===== config.mk =====
export PLATFORM = sky130hd
export DESIGN_NAME = serial_adder
export DESIGN_NICKNAME = d
export VERILOG_FILES = /design/src/rtl/serial_adder_pkg.sv /design/src/rtl/ha_cell.sv /design/src/rtl/serial_adder.sv
export SDC_FILE = /design/constraint.sdc
export NUM_CORES = 1
export LEC_CHECK = 0
export ABC_CLOCK_PERIOD_IN_PS = 1900
export CAP_MARGIN = 20
export CORE_MARGIN = 3
export CORE_UTILIZATION = 51
export CTS_CLUSTER_SIZE = 40
export DETAILED_ROUTE_END_ITERATION = 7
export GPL_ROUTABILITY_DRIVEN = 1
export MAX_ROUTING_LAYER = met4
export PLACE_DENSITY = 0.74
export SYNTH_ARGS = -nofsm -noshare
export SYNTH_HDL_FRONTEND = slang
export SYNTH_SLANG_ARGS = --single-unit

===== constraint.sdc =====
create_clock -name clk -period 1.9 [get_ports clk]
set_clock_uncertainty 0.05 [all_clocks]
set_input_delay 0.38 -clock clk [delete_from_list [all_inputs] [get_ports clk]]
set_output_delay 0.38 -clock clk [all_outputs]
set_load 0.02 [all_outputs]

===== src/rtl/serial_adder_pkg.sv =====
// Shared types and limits for the bit-serial adder.
package serial_adder_pkg;

    localparam int WIDTH_MAX = 32;

    typedef enum logic [1:0] {
        IDLE  = 2'd0,
        SHIFT = 2'd1,
        DONE  = 2'd2
    } state_t;

endpackage


===== src/rtl/ha_cell.sv =====
// Half-adder cell; two of these plus a carry flop form one full-adder slice.
module ha_cell (
    input  logic x,
    input  logic y,
    output logic s,
    output logic c
);

    assign s = x ^ y;
    assign c = x & y;

endmodule


===== src/rtl/serial_adder.sv =====
// Bit-serial unsigned adder: LSB-first, one bit per clock, parallel result with a done pulse.
module serial_adder
    import serial_adder_pkg::*;
#(
    parameter int WIDTH = 8
) (
    input  logic             clk,
    input  logic             rst_n,
    input  logic             start,
    input  logic [WIDTH-1:0] a,
    input  logic [WIDTH-1:0] b,
    output logic             busy,
    output logic             done,
    output logic [WIDTH-1:0] sum,
    output logic             cout
);

    localparam int CW = $clog2(WIDTH);
    localparam logic [CW-1:0] LAST = CW'(WIDTH - 1);

    if (WIDTH < 2 || WIDTH > WIDTH_MAX) begin : g_width_chk
        $error("serial_adder: WIDTH %0d outside 2..%0d", WIDTH, WIDTH_MAX);
    end

    state_t           state;
    logic [WIDTH-1:0] opa_sr;
    logic [WIDTH-1:0] opb_sr;
    logic [WIDTH-1:0] sum_sr;
    logic [CW-1:0]    cnt;
    logic             carry_q;

    logic p, g1, s_bit, g2, carry_d;
    logic [WIDTH-1:0] sum_nxt;

    ha_cell u_ha1 (.x(opa_sr[0]), .y(opb_sr[0]), .s(p),     .c(g1));
    ha_cell u_ha2 (.x(p),         .y(carry_q),   .s(s_bit), .c(g2));

    assign carry_d = g1 | g2;
    assign sum_nxt = {s_bit, sum_sr[WIDTH-1:1]};

    // busy/done are set alongside the state so they come straight off flops.
    always_ff @(posedge clk or negedge rst_n) begin
        if (!rst_n) begin
            state   <= IDLE;
            opa_sr  <= '0;
            opb_sr  <= '0;
            sum_sr  <= '0;
            cnt     <= '0;
            carry_q <= 1'b0;
            busy    <= 1'b0;
            done    <= 1'b0;
            sum     <= '0;
            cout    <= 1'b0;
        end else begin
            case (state)
                IDLE: begin
                    done <= 1'b0;
                    if (start) begin
                        opa_sr  <= a;
                        opb_sr  <= b;
                        carry_q <= 1'b0;
                        cnt     <= '0;
                        sum_sr  <= '0;
                        busy    <= 1'b1;
                        state   <= SHIFT;
                    end
                end
                SHIFT: begin
                    carry_q <= carry_d;
                    sum_sr  <= sum_nxt;
                    opa_sr  <= opa_sr >> 1;
                    opb_sr  <= opb_sr >> 1;
                    cnt     <= cnt + 1'b1;
                    if (cnt == LAST) begin
                        sum   <= sum_nxt;
                        cout  <= carry_d;
                        busy  <= 1'b0;
                        done  <= 1'b1;
                        state <= DONE;
                    end
                end
                DONE: begin
                    done  <= 1'b0;
                    state <= IDLE;
                end
                default: begin
                    busy  <= 1'b0;
                    done  <= 1'b0;
                    state <= IDLE;
                end
            endcase
        end
    end

endmodule


==> results.txt <==
----------------------------------------------------
[Route]
  Detailed router's first-iteration violation count ... 74
  DR WL/cell ... about 16 µm
  DRT Pass-1 Iters ... 4
  Antenna-violating nets left ... 0
  Vias after detailed routing ... 1245
  Via density ... between 5 and 6
  DRC violations left ... 0
  Final routed wirelength across all metal layers ... around 3400 µm

[Floorplanning]
  Number of standard-cell rows in the floorplan ... 20
  Core Area ... 0.00313 mm²
  Chip Width ... 63.9 µm
  Ports ... 30
  Die Y-Extent ... 63.9 µm
  Die area ... 0.00409 mm²
  Effective utilization at floorplan ... 0.547

[Setup path]
  Crit Path Category ... reg -> out
  Reg2reg setup slack ... 0.33 ns
  Category of the worst setup path capture point ... primary output
  Highest fanout seen on the critical path ... 2
  Cells along the critical path ... clkdlybuf4s50_1
  R2R Path End ... opb_sr[6]
  Dominant delay contributor by cell family on the critical path ... buffers and inverters
  Worst path bufs/invs ... 1
  Biggest cell delay along the critical path ... 0.61 ns
  Startpoint of the worst-slack reg-to-reg timing path ... state[1]
  Required @ worst endpoint ... ~1.5 ns
  Endpoint arrival time on the critical path ... 1.35 ns
  Slowest CP cell ... sky130_fd_sc_hd__clkdlybuf4s50_1
  Startpoint type of the worst setup path ... flop
  Logic depth of the worst register-to-register path ... 3

[STA]
  Minimum clock period after layout ... roughly 1.8 ns
  Unrepaired setup endpoints after global routing ... false
  Final hold viol count ... 0
  Final number of setup-violating endpoints ... 0
  Maximum clock frequency ... 0.562 GHz
  Final count of pins violating max slew ... 0
  Total negative setup slack ... 0 ns
  Transition time of the tightest slew-check pin ... 0.734 ns
  Final clock period utilization by the worst path ... 0.937
  Max-slew headroom ... 0.509

[Synthesis]
  Average cell area after synthesis ... about 12 µm²
  Async set-reset flop share out of synthesis ... 1.00
  Number of standard cells after synthesis ... 141
  Commonest cells in the netlist ... sky130_fd_sc_hd__dfrtp_1 (40), sky130_fd_sc_hd__o22ai_1 (28), sky130_fd_sc_hd__a21oi_1 (15)
  Primary flip-flop cell chosen by synthesis mapping ... sky130_fd_sc_hd__dfrtp_1
  Number of warnings reported in the yosys synthesis log ... 0
  Total of flip-flops plus latches after synthesis ... 40
  Cells taking the most area after synthesis ... sky130_fd_sc_hd__dfrtp_1 (58%), sky130_fd_sc_hd__o22ai_1 (10%), sky130_fd_sc_hd__mux2_4 (7.9%)
  Register area share after synthesis ... 0.585
  Unique masters post-synth ... 20
  Number of enable flip-flop cells after synthesis ... 0
  Most frequently used cell type in the post-synthesis netlist ... sky130_fd_sc_hd__dfrtp_1
  Mapped Nets ... 163
  Share of the synthesized area in the top cell type ... 0.585
  Synth Cell Area ... 0.00171 mm²
  Largest area contributor in the netlist ... sky130_fd_sc_hd__dfrtp_1

[CTS]
  H-tree levels ... 2
  Post-CTS Setup Bufs ... 0
  Deepest clock path buffer count ... 2
  CTS tree ... done
  Hold buffer count at cts ... 0
  Clock slew at the register clock pins of the worst setup and hold paths ... 0.12 ns
  Number of CTS-inserted buffers ... 5
  Clock sink count ... 40
  Number of gates resized after cts ... 0
  Insertion delay to the later sink of the worst-skew pair ... 0.35 ns
  Clock root cell ... sky130_fd_sc_hd__clkbuf_4

[Power]
  Switching power ... 1.22 mW
  Internal Pwr Total ... 2.23 mW
  Final Power ... 3.45 mW
  Combinational share of power ... 0.396
  Portion of total power attributed to the clock network ... 0.165
  P_leak ... 0.949 nW
  Cell area power density ... 1630 mW/mm²
  Peak ir drop on the vdd network ... 0.932 mV
  Portion of total power attributed to sequential cells ... 0.440
  Net switching fraction of the power ... 0.355

[Placed design]
  Last weighted congestion value of the routability-driven placer ... ~0.75
  Total cell area at the placement stage ... just over 0.002 mm²
  Port bufs ... 29
  Detail Placement HPWL ... around 2300 µm

[GRT]
  First-pass GRT wire length ... 6090 µm
  Initial antenna violation count ... 0
  Number of global-route vias before repair ... 1301
  Tot GR Track Use ... 0.197
  Maximum number of pins on one net before global-route repair ... 41
  Overflow left after global routing ... 0

[Layout]
  Share of cells above drive strength 1 ... 0.156
  # nets final ... between 150 and 200
  Growth of design area from synthesis to finish ... 23.8%
  Design area ... ~0.0021 mm²
  Number of antenna repair diodes ... 0

[Flow run]
  Max Cap Viol ... 0

[Hold path]
  Worst hold path type ... in -> async

[Status]
  Run status ... finished, final reports clean

----------------------------------------------------
-- sequential cells by signal, summed over array words and instances, names as in the netlist --
signal	flops
done	1
sum	8
busy	1
opa_sr	8
opb_sr	8
state	2
sum_sr	7
cnt	3
carry_q	1
cout	1
-- per-layer routing --
layer | wire length, µm | vias up | GRT usage | share of wire
li1 | - | 588 | - | -
met1 | 1570 | 616 | 0.261 | 0.46
met2 | 1610 | 34 | 0.294 | 0.47
met3 | 159 | 7 | 0.0457 | 0.047
met4 | 61 | 0 | 0.0782 | 0.018
met5 | 0 | - | - | 0
-- layout by cell type, fill, tap and decap left out, drive strengths merged, types with 2 or more instances in the layout --
| master | n |
|---|---|
| dfrtp | 40 |
| o22ai | 28 |
| clkdlybuf4s50 | 28 |
| a21oi | 15 |
| a22o | 10 |
| mux2 | 9 |
| o21ai | 6 |
| nand2 | 6 |
| buf | 6 |
| nor2 | 5 |
| clkbuf | 5 |
| nor2b | 3 |
| inv | 3 |
| nand2b | 2 |
| ha | 2 |
| clkinv | 2 |
-- power by group through the flow --
stage                     clock network [mW]  registers (mW)  logic [mW]
after global placement                     0            1.51        1.32
after global routing                   0.635            1.58        1.52
after CTS                              0.589            1.52        1.38
final                                  0.568            1.52        1.37
after floorplan                            0            1.58       0.869
after detailed placement                   0            1.53        1.38
-- per-stage QoR --
stage          worst slack [ns]   util  instances  hold slack, ns
3_5_place_dp             0.0528  0.650        209           0.411
3_3_place_gp             0.0926  0.650        209           0.405
6_report                  0.120  0.677        217         0.00834
5_1_grt                  0.0372  0.677        217          0.0235
2_1_floorplan             0.463      -        141          0.0344
4_1_cts                  0.0956  0.677        217          0.0149
-- how the worst max path moves through the flow --
| stage | from | end | cells past startpoint |
|---|---|---|---|
| after floorplan | cnt[0] | sum[7] | 4 |
| after global routing | sum[2] | sum[2] | 1 |
| final | sum[2] | sum[2] | 1 |
| after detailed placement | start | opa_sr[2] | 5 |
| after global placement | start | opa_sr[0] | 5 |
| after CTS | sum[2] | sum[2] | 1 |
-- logic make-up after synthesis --
group / Yosys count / share of synthesized area
AO/OA/AOI/OAI: 60 / 0.219
adder cells (fa/ha/maj): 3 / 0.0263
buffers and inverters: 13 / 0.0395
flip-flops: 40 / 0.585
multiplexers: 9 / 0.0789
AND/OR/NAND/NOR: 16 / 0.0512
-- cell type report --
cell class                 count  area, µm²
fill                         242       1010
multi-input combinational     88        643
clock buffer                   5       37.5
timing repair buffer          34        323
inverter                       3       11.3
clock inverter                 3       47.5
tap                           44       55.1
sequential                    40       1000
-- worst register-to-register path, delay by kind of cell, from the launching register on --
family	cells	cell delay (ns)
flip-flops	1	0.57
AND/OR/NAND/NOR	1	0.51
AO/OA/AOI/OAI	2	0.36
Note: power is estimated with default switching activity, not from simulation.
